File: src/rtl/fc_pkg.sv
// Shared definitions for the fully connected accumulation datapath.
// Holds the Q-format constants, derived widths, saturation bounds, the
// neuron accumulator state enum and a sign-extension helper.
package fc_pkg;

    localparam int unsigned DATA_WIDTH = 16;
    localparam int unsigned FRACTIONAL = 5;
    localparam int unsigned MAX_INPUTS = 1024;
    localparam int unsigned CNT_WIDTH  = $clog2(MAX_INPUTS + 1);
    // Headroom for MAX_INPUTS full-scale products plus the bias.
    localparam int unsigned ACC_WIDTH  = DATA_WIDTH + $clog2(MAX_INPUTS) + 1;

    localparam logic [DATA_WIDTH-1:0] SAT_MAX = {1'b0, {(DATA_WIDTH-1){1'b1}}};
    localparam logic [DATA_WIDTH-1:0] SAT_MIN = {1'b1, {(DATA_WIDTH-1){1'b0}}};
    // Fixed-point 1.0 in the shared Q format.
    localparam logic [DATA_WIDTH-1:0] Q_ONE   = DATA_WIDTH'(1) << FRACTIONAL;

    typedef enum logic [1:0] {
        StIdle,
        StAcc,
        StBias,
        StOut
    } fc_state_e;

    function automatic logic [ACC_WIDTH-1:0] sext_data(input logic [DATA_WIDTH-1:0] d);
        return {{(ACC_WIDTH - DATA_WIDTH){d[DATA_WIDTH-1]}}, d};
    endfunction

endpackage

File: src/rtl/fc_neuron_acc_if.sv
// Command, product-stream and result handshake bundle for fc_neuron_acc.
//   master: controller/producer side (drives start, operands, beats, out_ready)
//   slave : accumulator side (drives in_ready, out_valid, out_data, sat, busy)
interface fc_neuron_acc_if;
    import fc_pkg::*;

    logic                  start;
    logic [CNT_WIDTH-1:0]  num_inputs;
    logic [DATA_WIDTH-1:0] bias;
    logic                  relu_en;
    logic                  in_valid;
    logic [DATA_WIDTH-1:0] in_data;
    logic                  in_ready;
    logic                  out_valid;
    logic                  out_ready;
    logic [DATA_WIDTH-1:0] out_data;
    logic                  sat;
    logic                  busy;

    modport master (
        output start, num_inputs, bias, relu_en, in_valid, in_data, out_ready,
        input  in_ready, out_valid, out_data, sat, busy
    );

    modport slave (
        input  start, num_inputs, bias, relu_en, in_valid, in_data, out_ready,
        output in_ready, out_valid, out_data, sat, busy
    );

endinterface

File: src/rtl/fxp_sat_relu.sv
// Combinational clip of a wide accumulator value to DATA_WIDTH with optional ReLU.
//   acc     : ACC_WIDTH two's complement value
//   relu_en : force negative clipped results to zero
//   res     : DATA_WIDTH result
//   sat     : set when acc was outside the DATA_WIDTH range (independent of ReLU)
module fxp_sat_relu
    import fc_pkg::*;
(
    input  logic [ACC_WIDTH-1:0]  acc,
    input  logic                  relu_en,
    output logic [DATA_WIDTH-1:0] res,
    output logic                  sat
);

    // The value fits iff every bit from the result sign bit upward agrees.
    logic [ACC_WIDTH-DATA_WIDTH:0] top_bits;
    logic                          ovf;
    logic [DATA_WIDTH-1:0]         clipped;

    assign top_bits = acc[ACC_WIDTH-1:DATA_WIDTH-1];
    assign ovf      = !((&top_bits) || !(|top_bits));

    always_comb begin
        clipped = acc[DATA_WIDTH-1:0];
        if (ovf) begin
            clipped = acc[ACC_WIDTH-1] ? SAT_MIN : SAT_MAX;
        end
        res = clipped;
        if (relu_en && clipped[DATA_WIDTH-1]) begin
            res = '0;
        end
        sat = ovf;
    end

endmodule

File: src/rtl/fc_neuron_acc.sv
// Neuron accumulation stage: sums a stream of signed products, adds a bias,
// saturates to DATA_WIDTH, optionally applies ReLU and presents the result on a
// valid/ready output. One neuron per start command.
//   clk : rising-edge clock
//   rst : asynchronous active-high reset
//   bus : fc_neuron_acc_if.slave (start/num_inputs/bias/relu_en command,
//         in_valid/in_ready/in_data beats, out_valid/out_ready/out_data/sat
//         result, busy status)
module fc_neuron_acc
    import fc_pkg::*;
(
    input  logic           clk,
    input  logic           rst,
    fc_neuron_acc_if.slave bus
);

    fc_state_e             state_q;
    logic [CNT_WIDTH-1:0]  cnt_q;
    logic [CNT_WIDTH-1:0]  num_q;
    logic [CNT_WIDTH-1:0]  cnt_next;
    logic [DATA_WIDTH-1:0] bias_q;
    logic                  relu_q;
    logic [ACC_WIDTH-1:0]  acc_q;
    logic                  out_valid_q;
    logic [DATA_WIDTH-1:0] out_data_q;
    logic                  sat_q;
    logic [DATA_WIDTH-1:0] clip_data;
    logic                  clip_sat;

    assign cnt_next = cnt_q + CNT_WIDTH'(1);

    fxp_sat_relu u_sat_relu (
        .acc     (acc_q),
        .relu_en (relu_q),
        .res     (clip_data),
        .sat     (clip_sat)
    );

    always_ff @(posedge clk or posedge rst) begin
        if (rst) begin
            state_q     <= StIdle;
            cnt_q       <= '0;
            num_q       <= '0;
            bias_q      <= '0;
            relu_q      <= 1'b0;
            acc_q       <= '0;
            out_valid_q <= 1'b0;
            out_data_q  <= '0;
            sat_q       <= 1'b0;
        end else begin
            unique case (state_q)
                StIdle: begin
                    if (bus.start) begin
                        num_q   <= bus.num_inputs;
                        bias_q  <= bus.bias;
                        relu_q  <= bus.relu_en;
                        acc_q   <= '0;
                        cnt_q   <= '0;
                        state_q <= (bus.num_inputs != '0) ? StAcc : StBias;
                    end
                end
                StAcc: begin
                    if (bus.in_valid) begin
                        acc_q <= acc_q + sext_data(bus.in_data);
                        cnt_q <= cnt_next;
                        if (cnt_next == num_q) begin
                            state_q <= StBias;
                        end
                    end
                end
                StBias: begin
                    acc_q   <= acc_q + sext_data(bias_q);
                    state_q <= StOut;
                end
                StOut: begin
                    // First OUT cycle registers the clipped sum; the result is
                    // then held until the downstream handshake.
                    if (!out_valid_q) begin
                        out_data_q  <= clip_data;
                        sat_q       <= clip_sat;
                        out_valid_q <= 1'b1;
                    end else if (bus.out_ready) begin
                        out_valid_q <= 1'b0;
                        state_q     <= StIdle;
                    end
                end
                default: state_q <= StIdle;
            endcase
        end
    end

    assign bus.in_ready  = (state_q == StAcc);
    assign bus.busy      = (state_q != StIdle);
    assign bus.out_valid = out_valid_q;
    assign bus.out_data  = out_data_q;
    assign bus.sat       = sat_q;

endmodule

File: src/flat_wrapper.sv
// flat-port wrapper written by rule: the top's interface ports become plain ports
module fc_neuron_acc_flat import fc_pkg::*;
  (clk, rst, bus_start, bus_num_inputs, bus_bias, bus_relu_en, bus_in_valid, bus_in_data, bus_out_ready, bus_in_ready, bus_out_valid, bus_out_data, bus_sat, bus_busy);
  fc_neuron_acc_if bus_i ();
  input  logic clk;
  input  logic rst;
  input wire logic [$bits(bus_i.start)-1:0] bus_start;
  input wire logic [$bits(bus_i.num_inputs)-1:0] bus_num_inputs;
  input wire logic [$bits(bus_i.bias)-1:0] bus_bias;
  input wire logic [$bits(bus_i.relu_en)-1:0] bus_relu_en;
  input wire logic [$bits(bus_i.in_valid)-1:0] bus_in_valid;
  input wire logic [$bits(bus_i.in_data)-1:0] bus_in_data;
  input wire logic [$bits(bus_i.out_ready)-1:0] bus_out_ready;
  output wire logic [$bits(bus_i.in_ready)-1:0] bus_in_ready;
  output wire logic [$bits(bus_i.out_valid)-1:0] bus_out_valid;
  output wire logic [$bits(bus_i.out_data)-1:0] bus_out_data;
  output wire logic [$bits(bus_i.sat)-1:0] bus_sat;
  output wire logic [$bits(bus_i.busy)-1:0] bus_busy;
  assign bus_i.start = bus_start;
  assign bus_i.num_inputs = bus_num_inputs;
  assign bus_i.bias = bus_bias;
  assign bus_i.relu_en = bus_relu_en;
  assign bus_i.in_valid = bus_in_valid;
  assign bus_i.in_data = bus_in_data;
  assign bus_i.out_ready = bus_out_ready;
  assign bus_in_ready = bus_i.in_ready;
  assign bus_out_valid = bus_i.out_valid;
  assign bus_out_data = bus_i.out_data;
  assign bus_sat = bus_i.sat;
  assign bus_busy = bus_i.busy;
  fc_neuron_acc u_core (.clk(clk), .rst(rst), .bus(bus_i));
endmodule
File: config.mk
export PLATFORM = sky130hd
export DESIGN_NAME = fc_neuron_acc_flat
export DESIGN_NICKNAME = d
export VERILOG_FILES = /design/src/rtl/fc_pkg.sv /design/src/rtl/fc_neuron_acc_if.sv /design/src/rtl/fxp_sat_relu.sv /design/src/rtl/fc_neuron_acc.sv /design/src/flat_wrapper.sv
export SDC_FILE = /design/constraint.sdc
export NUM_CORES = 1
export LEC_CHECK = 0
export BUFFER_PORTS_ARGS = -buffer_cell sky130_fd_sc_hd__buf_2
export CAP_MARGIN = 20
export CELL_PAD_IN_SITES_DETAIL_PLACEMENT = 0
export CELL_PAD_IN_SITES_GLOBAL_PLACEMENT = 1
export CORE_UTILIZATION = 25
export DETAILED_ROUTE_END_ITERATION = 16
export PLACE_DENSITY_LB_ADDON = 0.1
export SKIP_CTS_REPAIR_TIMING = 1
export SLEW_MARGIN = 10
export SYNTH_ARGS = -nofsm -noshare
export SYNTH_HDL_FRONTEND = slang
export SYNTH_SLANG_ARGS = --single-unit
File: constraint.sdc
create_clock -name clk -period 4.6 [get_ports clk]
set_input_delay 0.92 -clock clk [delete_from_list [all_inputs] [get_ports clk]]
set_output_delay 0.92 -clock clk [all_outputs]
set_load 0.03 [all_outputs]
; After elaboration in Yosys (flattened, before gate mapping)
; Index checks and enable logic that the tools add are counted.
[word_totals]
reg_bits = 86
input_bits = 49
out_inout_bits = 20
elab_cells = 56
[classes]
n_addsub = 3
n_eq_ne = 9
mux = 18
bitwise = 1
reduce_logical = 16
[ops]
columns = op, n
row1 = 27-bit one-hot mux with 3 select lines, 1
row2 = 27-bit adder, 2
row3 = 27-bit 2-to-1 mux, 2
row4 = 16-bit 2-to-1 mux, 3
row5 = 11-bit 2-to-1 mux, 2
row6 = 11-bit one-hot mux with 2 select lines, 1
row7 = 2-bit 2-to-1 mux, 6
row8 = 12-bit AND reduction, 1
row9 = 12-bit OR reduction, 1
row10 = 11-bit by 1-bit adder with 11-bit output (second input constant), 1
row11 = 11-bit equality test, 1
row12 = 11-bit nonzero test, 1
row13 = 2-bit one-hot mux with 4 select lines, 1
row14 = 2-bit inequality test (second input constant), 3
row15 = 3-bit AND reduction, 2
row16 = 5-bit AND reduction, 1
row17 = 2-bit equality test (second input constant), 2
row18 = 2-bit by 1-bit inequality test with 1-bit output (second input constant), 2
row19 = 2-bit AND reduction, 2
row20 = 2-bit nonzero test, 2
row21 = 3-bit nonzero test, 1
row22 = 2-bit by 1-bit equality test with 1-bit output (second input constant), 1
row23 = 1-bit logical NOT, 2
row24 = 2-bit logical NOT, 1
row25 = 4 further kinds, 5

; Depth between registers and ports, before layout
[depth]
depth_word = 6
depth_mapped = 15

; Hierarchy
; From an unflattened synthesis, not the netlist that was laid out.
[unflattened]
cells_unflattened = 563
hier_area_um2 = 5696.7
[modules_own_cells]
columns = module, instances, cells_per_inst, area_per_inst_um2
row1 = fc_neuron_acc, 1, 516, 5392.7
row2 = fxp_sat_relu, 1, 47, 304.0

; Least setup slack after synthesis
; Ideal clock, no wire load.
[synth_timing]
kind = flip-flop to flip-flop
startpoint = reg u_core.state_q[0]
endpoint = reg u_core.acc_q[23]
setup_time_ns = 0.129
arrival_ns = 3.360
setup_slack_ns = 1.111
path_stages_with_launch = 14
synth_period_minus_slack_ns = 3.489
cell_sequence = dfrtp_1 > inv_1 > ha_1 > clkbuf_1 > clkbuf_1 > mux2_2 > ha_1 > or2_2 > a41oi_2 > o21bai_2 > a2111o_1 > a31oi_1 > xor2_1 > o21ai_1
[synth_via]
elab_chain_cells = 3
elab_cells_between_ends = 8
cone_classes = 4 x eq/ne / 1 x mux / 3 x reduce/logical
[synth_rtl]
columns = item, line_no
row1 = "start, declared", fc_neuron_acc.sv:17  ; fc_state_e state_q;
row2 = "start signal, assigned", fc_neuron_acc.sv:41  ; state_q <= StIdle;
row3 = "start signal, assigned", fc_neuron_acc.sv:59  ; state_q <= (bus.num_inputs != '0) ? StAcc : StBias;
row4 = "start signal, assigned", fc_neuron_acc.sv:67  ; state_q <= StBias;
row5 = 2-bit by 1-bit equality test with 1-bit output (tied with other cells), fc_neuron_acc.sv:51  ; unique case (state_q)
row6 = 2-bit inequality test (no source line) or 3-bit nonzero test (tied branches), n/a
row7 = 3-bit AND reduction (no source line), n/a
row8 = "end signal, assigned", fc_neuron_acc.sv:64  ; acc_q <= acc_q + sext_data(bus.in_data);
row9 = "end signal, assigned", fc_neuron_acc.sv:72  ; acc_q <= acc_q + sext_data(bias_q);
row10 = "end, declared", fc_neuron_acc.sv:23  ; logic [ACC_WIDTH-1:0] acc_q;
; Several ways; a longest one is shown, not always the timed one.
; A chain may end at the register's enable or synchronous reset.

; Worst setup path in the final report
[layout_timing]
startpoint = reg u_core.state_q[0]
endpoint = reg u_core.acc_q[25]
; Same word-level chain as after synthesis.

==> reports/metrics.cfg <==
[critical_path]
path_class = reg2reg
critPathMaxFanout = 13
cp.arrival_ps = 4020
cp-start-kind = register
end_kind = register
required_ps = 4790

[drt]
post_drt_wl_per_cell_um = 16.9
vias_per_cell = 4.84
wl_um = 15600
dr.pass1.iters = 4
drc = 0
vias = 4462
drt-initial-drc-count = 181
drtAntennaViolNets = 0

[pwr]
pwr-share-clk_pct = 15.4
vdd_drop_max_uv = 246
seq_power_share_pct = 28.4
combPwrFrac_pct = 56.2
p_int_w = 0.00250
switchingPower_w = 0.00219
power_density_nw_per_um2 = 739
power.leakage_nw = 2.87
switching_share_pct = 46.6

[global_route]
overflow = 0
grt_max_degree = 54
first_global_vias = 4478
grt_antenna_before_repair = 0
grt_usage_pct = 14.8
grt_pass1_wl_um = 25200

[finish]
layout_common_cells = 88 x nand2_1, 86 x dfrtp_1, 68 x o21ai_0, 68 x buf_2, 46 x mux2_2
syn_to_final_growth_pct = 17.5
final_common_cell = nand2_1
layout-drive-gt1-share_pct = 22.6
nNetsFinal = 725
fillCellCount = 2222
antenna_cells = 0

[sta]
maxSlewViolCount = 0
final.period_utilization_pct = 83.4
fin_skew_ps = 13.0
hold_violations = 0
fmax_mhz = 261
grt_setup_unrepaired = false
holdWs_ps = 464
setup_viol = 0
maxSlewHeadroom_pct = 42.6
min_period_ps = 3840
fin_tns_setup_ps = 0
tightest_slew_ps = 861

[placement]
numPortBuffers = 68
dp_hpwl_um = 11800
gp_congestion = 0.805

[clocking]
h-tree-depth = 3
cts_buffers = 9
clk_latency_ps = 350
cts.reportedPaths.clkPinSlew_ps = 70
cts.sinks = 86
root_buffer = clkbuf_16
clock_path_buffers = 2
cts_tree = built

[die]
placementRows = 53
io_pins = 69
design.core.area_um2 = 21100
start_util_pct = 25.6
die_w_um = 149
die-area_um2 = 22200
die_height_um = 149

[synth]
yosysTopAreaCell = dfrtp_1
synth_top_area_share_pct = 39.8
synth_edf_count = 0
ys_top_cells_by_area = dfrtp_1 40%, mux2_2 9.6%, ha_1 7.9%
synth.distinct_cells = 51
ys_dominant_reg_cell = dfrtp_1
syn_inst = 578
synth_seq_cells = 86
syn-num-nets = 662
netlist_area_um2 = 5400
ys_async_sr_fraction_pct = 100
avgSynthCellArea_um2 = 9.35
seq_area_frac_synth_pct = 39.8
yosysWarnings = 0

[outcome]
status = finished, final reports clean

[job]
maxCapViolations = 0

[worst_hold_path]
hp-class = reg2reg

Yosys cell counts, drive strengths merged (2+ instances only):
cell type,count
o211ai,9
a31oi,4
a21oi,29
nand2b,10
inv,18
clkbuf,21
and3,7
dfrtp,86
o21ai,70
buf,3
o41ai,2
nand4,9
mux2,46
a211oi,2
nor4,9
xnor2,24
o31ai,6
a22o,3
nand2,88
a211o,2
nor3b,2
o21bai,5
nand3,14
mux2i,4
o22a,2
nor2,20
ha,34
nor3,6
a21o,8
xor2,12
and2,5
o22ai,3
o21a,4
flip-flops by register name (all words and copies together), names as in the netlist:
signal,count
u_core.state_q,2
u_core.relu_q,1
u_core.bus.out_data,16
u_core.bus.out_valid,1
u_core.num_q,11
u_core.bias_q,16
u_core.cnt_q,11
u_core.acc_q,27
u_core.bus.sat,1
worst paths after layout:
kind | startpoint | endpoint | slack (ps) | cells after the start
min reg2reg | u_core.bus.out_data[1] | u_core.bus.out_data[1] | 460 | 2
max reg2reg | u_core.state_q[0] | u_core.acc_q[25] | 760 | 13
min in group asynchronous | rst | u_core.num_q[4] | 500 | 2
max in group asynchronous | rst | u_core.acc_q[5] | 3200 | 4
min | u_core.bus.out_data[1] | u_core.bus.out_data[1] | 460 | 2
max | u_core.state_q[0] | u_core.acc_q[25] | 760 | 13
worst max-delay path, stage by stage (launching register included):
cell,delay (ps)
dfrtp_1,410
inv_1,110
ha_1,630
mux2i_1,340
inv_1,300
ha_1,470
a21o_1,190
a21o_1,170
a21o_1,200
a21oi_1,150
o21ai_0,100
a221oi_1,340
xor2_1,170
o21ai_0,90
power by group through the flow:
stage	Sequential, W	Clock [W]	Combinational [W]
floorplan	0.00141	0	0.00184
global placement	0.00135	0	0.00266
detailed placement	0.00135	0	0.00266
CTS	0.00134	0.000755	0.00266
global route	0.00138	0.000780	0.00296
finish	0.00133	0.000722	0.00264
final cells by class:
cell class                 instances  area [µm²]  share of cell area [%]
clock inverter                     7        57.6                   0.906
sequential                        86        2150                    33.9
clock buffer                       9         225                    3.55
multi-input combinational        450        3080                    48.5
timing repair buffer              76         420                    6.62
inverter                          18        68.8                    1.08
tap                              275         344                    5.42
kinds of logic (layout without fill, tap and decap cells):
kind of cell,after synthesis,in the layout,share of synthesized area (%)
simple gates,174,174,15.2
compound gates,155,155,17.5
flops,86,86,39.8
mux,50,50,10.3
buf+inv,42,110,3.15
xor+xnor,36,36,5.83
fa+ha+maj,35,35,8.24
metrics by stage:
step	utilization, %	power [W]	worst slack (ps)	cells	instance area, µm²
2_1_floorplan	-	0.00326	1110	578	5400
3_3_place_gp	28.6	0.00400	770	904	6040
3_5_place_dp	28.6	0.00401	767	904	6040
4_1_cts	30.0	0.00476	730	920	6320
5_1_grt	30.1	0.00513	374	921	6350
6_report	30.1	0.00469	765	921	6350
routing by layer:
layer  track usage, %  vias to the layer above  share of wire [%]
met1             21.8                     2155                 52
met5                0                        -                  0
li1                 -                     2206                  -
met3             1.77                       13                3.5
met2             21.9                       88                 43
met4             5.61                        0                1.7
(Power assumes the default switching activity.)
